$ cat src/rtl/cmult_pkg.sv
// Purpose: packing constants and FSM state type shared by the complex multiplier chain.
// Latency: n/a (declarations only).
// Backpressure: n/a.
// Contents: product lane widths and bit positions, accumulator FSM state enum.
package cmult_pkg;

  localparam int LANE_W = 8;
  localparam int PROD_W = 16;
  localparam int RE_MSB = 15;
  localparam int RE_LSB = 8;
  localparam int IM_MSB = 7;
  localparam int IM_LSB = 0;

  typedef enum logic {
    ACC  = 1'b0,
    HOLD = 1'b1
  } cacc_state_t;

endpackage

$ cat src/rtl/cacc_lane.sv
// Purpose: one lane of the complex accumulator: sign-extend, accumulate, clear, output register.
// Latency: sum_out updates on the edge that adds the last sample.
// Backpressure: none locally; the parent only asserts add_en when a sample is accepted.
// Ports: clk, rst (sync, active-high), lane_in (8-bit two's complement sample),
//        add_en (accumulate this cycle), last (this sample completes the sum),
//        sum_out (registered completed sum, held until the next completed sum or reset).
module cacc_lane
  import cmult_pkg::*;
#(
  parameter int ACC_W = 11
) (
  input  logic                clk,
  input  logic                rst,
  input  logic [LANE_W-1:0]   lane_in,
  input  logic                add_en,
  input  logic                last,
  output logic [ACC_W-1:0]    sum_out
);

  logic [ACC_W-1:0] acc;
  logic [ACC_W-1:0] lane_ext;
  logic [ACC_W-1:0] acc_next;

  assign lane_ext = {{(ACC_W-LANE_W){lane_in[LANE_W-1]}}, lane_in};
  // Wraps modulo 2^ACC_W; cannot overflow when ACC_W covers 8 + log2(LEN).
  assign acc_next = acc + lane_ext;

  always_ff @(posedge clk) begin
    if (rst) begin
      acc     <= '0;
      sum_out <= '0;
    end else if (add_en) begin
      if (last) begin
        // Publish the full sum and start the next one from zero in the same edge.
        sum_out <= acc_next;
        acc     <= '0;
      end else begin
        acc     <= acc_next;
      end
    end
  end

endmodule

$ cat src/rtl/cmult_accum.sv
// Purpose: sums LEN consecutive complex products per lane and presents the registered sum.
// Latency: out_valid visible the cycle after the LEN-th sample is accepted.
// Backpressure: in_ready drops while a result is held; result stays stable until out_ready.
// Ports: clk, rst (sync, active-high), in_data/in_valid/in_ready (packed {re,im} product in),
//        out_re/out_im/out_valid/out_ready (completed complex sum out).
module cmult_accum
  import cmult_pkg::*;
#(
  parameter int LEN   = 8,
  parameter int ACC_W = 11
) (
  input  logic              clk,
  input  logic              rst,
  input  logic [PROD_W-1:0] in_data,
  input  logic              in_valid,
  output logic              in_ready,
  output logic [ACC_W-1:0]  out_re,
  output logic [ACC_W-1:0]  out_im,
  output logic              out_valid,
  input  logic              out_ready
);

  localparam int CNT_W = (LEN > 1) ? $clog2(LEN) : 1;
  localparam logic [CNT_W-1:0] CNT_LAST = CNT_W'(LEN - 1);

  cacc_state_t      state;
  logic [CNT_W-1:0] cnt;
  logic             accept;
  logic             last;

  // Handshake outputs come straight from the state register; no input-to-output path.
  assign in_ready  = (state == ACC);
  assign out_valid = (state == HOLD);

  assign accept = in_valid && in_ready;
  assign last   = (cnt == CNT_LAST);

  always_ff @(posedge clk) begin
    if (rst) begin
      state <= ACC;
      cnt   <= '0;
    end else begin
      case (state)
        ACC: begin
          if (accept) begin
            if (last) begin
              cnt   <= '0;
              state <= HOLD;
            end else begin
              cnt   <= cnt + CNT_W'(1);
            end
          end
        end
        HOLD: begin
          if (out_ready) state <= ACC;
        end
        default: state <= ACC;
      endcase
    end
  end

  cacc_lane #(.ACC_W(ACC_W)) u_lane_re (
    .clk     (clk),
    .rst     (rst),
    .lane_in (in_data[RE_MSB:RE_LSB]),
    .add_en  (accept),
    .last    (last),
    .sum_out (out_re)
  );

  cacc_lane #(.ACC_W(ACC_W)) u_lane_im (
    .clk     (clk),
    .rst     (rst),
    .lane_in (in_data[IM_MSB:IM_LSB]),
    .add_en  (accept),
    .last    (last),
    .sum_out (out_im)
  );

endmodule
$ cat config.mk
export PLATFORM = sky130hd
export DESIGN_NAME = cmult_accum
export DESIGN_NICKNAME = d
export VERILOG_FILES = /design/src/rtl/cmult_pkg.sv /design/src/rtl/cacc_lane.sv /design/src/rtl/cmult_accum.sv
export SDC_FILE = /design/constraint.sdc
export NUM_CORES = 1
export LEC_CHECK = 0
export CORE_UTILIZATION = 55
export CTS_BUF_LIST = sky130_fd_sc_hd__clkbuf_16
export DETAILED_ROUTE_END_ITERATION = 8
export DONT_BUFFER_PORTS = 1
export PLACE_DENSITY = 0.7
export SLEW_MARGIN = 20
export SYNTH_ARGS = -nofsm -noshare
export SYNTH_HDL_FRONTEND = slang
export SYNTH_SLANG_ARGS = --single-unit
$ cat constraint.sdc
create_clock -name clk -period 4.25 [get_ports clk]
set_clock_uncertainty 0.05 [all_clocks]
set_input_delay 1.0625 -clock clk [delete_from_list [all_inputs] [get_ports clk]]
set_output_delay 1.0625 -clock clk [all_outputs]
set_load 0.005 [all_outputs]
======== Word level (Yosys, flattened, before mapping) ========
Cells that the tools add are included.
cells by class
  add/sub/neg operators ................... 3
  multipliers ............................. 0
  divide/modulo/power cells ............... 0
  order comparisons ....................... 0
  equality and inequality tests ........... 1
  shifts and indexed selects .............. 0
  mux-type cells .......................... 7
  bitwise operators ....................... 1
  reductions and logical operators ........ 3
operator list
  kind                 count
  $add 11x11->11       2
  $mux 11              2
  $reduce_and 2->1     2
  $add 3x1->3 const B  1
  $eq 3x3->1 const B   1
  $mux 1               3
  $mux 3               1
  $pmux 1 s2           1
  $logic_and 1x1->1    1
  $not 1->1            1
storage, ports and cells
  register bits ........................... 48
  bits in latches ......................... 0
  bits in writable memories ............... 0
  bits in read-only memories .............. 0
  input port bits ......................... 20
  output and inout port bits .............. 24
  memories ................................ 0

======== Logic depth before layout (Yosys ltp) ========
  depth in word-level cells ............... 4
  gate-level depth with buffers ........... 9
  depth with buffers taken out ............ 9

======== Cells and area by module ========
Synthesis repeated with hierarchy kept, for this count alone.
second synthesis, totals
  cells, all modules ...................... 334
  area total of the unflattened synthesis .. 2861.5 um^2
modules (own cells, without submodules)
  module       times used  cells each  area an instance (um^2)  seq. area each (um^2)
  cacc_lane    2           158         1337.5                   440.4
  cmult_accum  1           18          186.4                    80.1

======== Worst setup path after synthesis ========
No wires, ideal clock.
  path type ............................... input to register
  from .................................... input port in_data[8]
  to ...................................... register u_lane_re.sum_out[10]
  arrival ................................. 2.736 ns
  data required time ...................... 4.083 ns
  path slack .............................. 1.347 ns
  cell stages on the path ................. 9
  cell sequence ........................... ha_1 > inv_1 > fa_1 > nand2b_1 > a21o_1 > a2111o_1 > o211a_1 > xnor2_1 > a22o_1
between the ends
  longest elaborated chain between the ends .. 1
RTL lines
  what                  line               source
  start, declared       cmult_accum.sv:14  input logic [PROD_W-1:0] in_data,
  $add 11x11->11        cacc_lane.sv:26    assign acc_next = acc + lane_ext;
  end signal, assigned  cacc_lane.sv:35    sum_out <= acc_next;
  end, declared         cacc_lane.sv:17    output logic [ACC_W-1:0] sum_out
No other way between the ends.
A chain may end at the register's enable or synchronous reset.

======== Final worst setup path ========
  from .................................... input port in_data[0]
  to ...................................... register u_lane_im.sum_out[10]
between the ends
  longest elaborated chain between the ends .. 1
RTL lines
  what                  line
  $add 11x11->11        cacc_lane.sv:26
  end signal, assigned  cacc_lane.sv:35
  end, declared         cacc_lane.sv:17
No other way between the ends.

==> run_results.csv <==
group,metric,value,unit
routing,detailroute.via_count,2186,
yosys,syn-num-nets,357,
timing,fin_setup_tns,0,ns
timing,hold_viol_final,0,
global_route,grt_use_total,22.73,%
setup_path,timing.critical_path.to_type,"flop",
die,initial_core_util,56.79,%
routing,totalWireLength,5.696,mm
routing,route.detailed.wl_per_inst,15.15,µm
power_and_ir_drop,total_power,1.166,mW
routing,drc,0,
job,max_cap_viol_count,0,
timing,post-route-min-period,2.688,ns
cts,longest_clk_path_bufs,2,
power_and_ir_drop,cellLeakagePower,1.193,nW
die,row_count,25,
power_and_ir_drop,power.switching_fraction,29.31,%
yosys,post_synth_inst_count,313,
die,core,4723,µm²
cts,cts_setup_buffers,0,
setup_path,criticalPathCategory,"input port to flop",
timing,rsz_0062_raised_after_global_routing,"false",
global_route,first_global_vias,1909,
yosys,yosys_register_bits,48,
placed_design,gpl.final_weighted_congestion,0.8610,
timing,setup-violations-final,0,
cts,tritoncts,"built",
min_path,worstHoldPathType,"flop to flop",
status,outcome,"complete, no violations",
cells_and_area,fillCellCount,431,
die,chipHeight,71.84,µm
routing,drtPass1Iterations,4,
placed_design,buffer_ports.inserted,0,
setup_path,timing.critical_path.arrival,2.82,ns
power_and_ir_drop,clock_power_share,32.8,%
timing,achievable-frequency,372.0,MHz
timing,worst_slew_margin_rel,49.57,%
yosys,synth-seq-area-share,35.82,%
yosys,ys_types,40,
routing,detail-route-antenna-nets,0,
timing,finalCritPeriodShare,63.26,%
yosys,yosysWarnings,0,
yosys,synth_top_area_share,35.82,%
timing,layout_setup_ws,1.562,ns
cells_and_area,final_net_count,352,
cells_and_area,area_growth,7.230,%
global_route,grt.overflow.total,0,
die,fp.dieArea,5161,µm²
yosys,mappedNetlistArea,2683,µm²
cts,post_cts_resized,0,
cts,path_clk_slew,0.07,ns
routing,drt-initial-drc-count,85,
yosys,synth_top_cells_by_area,"dfxtp_1, ha_1, a21oi_1",
cts,worst_skew_pair.late_latency,0.29,ns
yosys,yosysTopAreaCell,"dfxtp_1",
cts,numClockSinks,48,
die,design.portCount,44,
cells_and_area,area_of_all_placed_cells_without_fillers,2877,µm²
timing,fin_worst_hold_slack,0.4103,ns
cts,cts-root-buf,"clkbuf_16",
timing,slew_viol_final,0,
power_and_ir_drop,cell_internal_pwr,824.2,µW
cts,cts_made_buffers,5,
placed_design,placement.cell_area,2736,µm²
global_route,grt_first_pass_wirelength,9.011,mm
placed_design,detailedPlace.worstSlack,1.250,ns
timing,timing_worst_slew_pin_value,0.7537,ns
setup_path,setup.worst_path.start_class,"input port",
power_and_ir_drop,ir_worst_vdd,0.1783,mV
cells_and_area,layout-drive-gt1-share,4.207,%
power_and_ir_drop,switching_power_summed_over_all_nets,341.7,µW
power_and_ir_drop,power_frac_seq,42.6,%
die,chipWidth,71.84,µm
placed_design,dpl.hpwl,4.001,mm
setup_path,crit_required,4.38,ns
cts,cts.htree.levels,2,
cts,hold_buffers,0,
setup_path,critical_path_peak_fanout,3,
power_and_ir_drop,p_per_area,405.3,nW/µm²
routing,routed_via_density,5.814,
power_and_ir_drop,comb_power_share,24.6,%
global_route,antenna_violations_before_repair,0,
global_route,pin_count_of_the_biggest_net_entering_global_routing,50,
yosys,synthesis.area_per_instance,8.571,µm²
cells_and_area,antennaDiodeCount,0,
cell usage after synthesis, drive strengths merged:
library cell,count
a22oi,9
nor2,25
fa,2
a2111o,1
clkbuf,16
nor2b,6
nand4b,2
a31oi,4
inv,11
o21ai,2
o211a,2
nor4,2
a221oi,1
xnor2,14
nor3,6
a311oi,1
mux2i,2
a32o,1
nand3,7
a211oi,4
o211ai,2
nand2b,9
or4,4
xor2,3
a21o,8
a21oi,36
and2,1
a311o,2
o2111ai,1
ha,22
dfxtp,48
and3,1
a22o,8
nand3b,5
o21a,2
nand2,37
a211o,2
nor3b,3
or3,1
layer usage:
| metal | track usage [%] | wire [µm] |
|---|---|---|
| met5 | 0 | 0 |
| met4 | 7.843 | 32 |
| met3 | 6.048 | 221 |
| met2 | 36.48 | 2693 |
| met1 | 29.60 | 2749 |
worst max-delay path, cell delays in order:
cell	delay, ns
ha_1	0.21
inv_1	0.08
fa_1	0.19
nand2b_1	0.13
a21oi_1	0.11
or4_1	0.54
o211a_1	0.18
xnor2_1	0.13
a22o_1	0.17
cell families (layout without fill, tap and decap cells):
kind of cell	Yosys count	count (layout)	synth area share, %
and+or+nand+nor	109	109	19.78
AOI/OAI and AO/OA	86	86	22.57
xor gates and xnor gates	17	17	5.551
adders and majority gates	24	24	11.75
buffers and inverters	27	23	3.778
DFF	48	48	35.82
muxes	2	2	0.7463
metrics by stage:
step / utilization [%] / std cells
final: 60.90 / 376
after global routing: 60.90 / 376
after CTS: 60.90 / 376
after detailed placement: 57.93 / 368
after global placement: 57.93 / 368
after floorplan: - / 313
layout make-up:
type                    instances  area [µm²]  area share [%]
multi-input cells             238        1620           56.33
flip-flops and latches         48       960.9           33.41
clock buffers                   5       125.1           4.350
well taps                      67       83.83           2.914
inverters                      11       41.29           1.435
repair buffers                  4       30.03           1.044
clock inverters                 3       15.01          0.5220
sequential cells by signal, summed over array words and instances, names as in the netlist:
signal and count:
u_lane_im.acc 11, cnt 3, u_lane_re.acc 11, u_lane_im.sum_out 11, u_lane_re.sum_out 11, out_valid 1
power by group through the flow:
stage | Sequential [mW] | Clock (mW) | Combinational (mW)
2_1_floorplan | 0.502 | 0 | 0.246
3_3_place_gp | 0.506 | 0 | 0.279
3_5_place_dp | 0.506 | 0 | 0.283
4_1_cts | 0.496 | 0.389 | 0.285
5_1_grt | 0.499 | 0.408 | 0.317
6_report | 0.497 | 0.383 | 0.287
path summary, 6_finish.rpt:
kind / start / cells after the start / slack [ns] / endpoint
worst max-delay path: in_data[0] / 9 / 1.56 / u_lane_im.sum_out[10]$_SDFFE_PP0P_
worst min-delay path: u_lane_im.acc[0]$_SDFFE_PP0P_ / 2 / 0.41 / u_lane_im.acc[0]$_SDFFE_PP0P_
worst max register to register: u_lane_re.acc[0]$_SDFFE_PP0P_ / 9 / 1.99 / u_lane_re.sum_out[10]$_SDFFE_PP0P_
worst min register to register: u_lane_im.acc[0]$_SDFFE_PP0P_ / 2 / 0.41 / u_lane_im.acc[0]$_SDFFE_PP0P_
cells in the final DEF, fill, tap and decap left out, types with 2 or more instances in the layout:
| cell | Yosys | routed |
|---|---|---|
| o211a_1 | 2 | 2 |
| nor2b_1 | 6 | 6 |
| nor4_1 | 2 | 2 |
| a21o_1 | 8 | 8 |
| o21a_1 | 2 | 2 |
| nor2_1 | 25 | 25 |
| o211ai_1 | 2 | 2 |
| fa_1 | 2 | 2 |
| mux2i_1 | 2 | 2 |
| a311o_1 | 2 | 2 |
| buf_4 | 0 | 4 |
| nor3b_1 | 3 | 3 |
| nor3_1 | 6 | 6 |
| o21ai_0 | 2 | 2 |
| nand2_1 | 37 | 37 |
| nand4b_1 | 2 | 2 |
| or4_1 | 4 | 4 |
| nand2b_1 | 9 | 9 |
| a22o_1 | 8 | 8 |
| a211oi_1 | 4 | 4 |
| a211o_1 | 2 | 2 |
| xnor2_1 | 14 | 14 |
| xor2_1 | 3 | 3 |
| a31oi_1 | 4 | 4 |
| nand3b_1 | 5 | 5 |
| nand3_1 | 7 | 7 |
| a22oi_1 | 9 | 9 |
| clkbuf_16 | 0 | 5 |
| ha_1 | 22 | 22 |
| inv_1 | 11 | 12 |
| dfxtp_1 | 48 | 48 |
| a21oi_1 | 35 | 35 |
(Power assumes the default switching activity.)
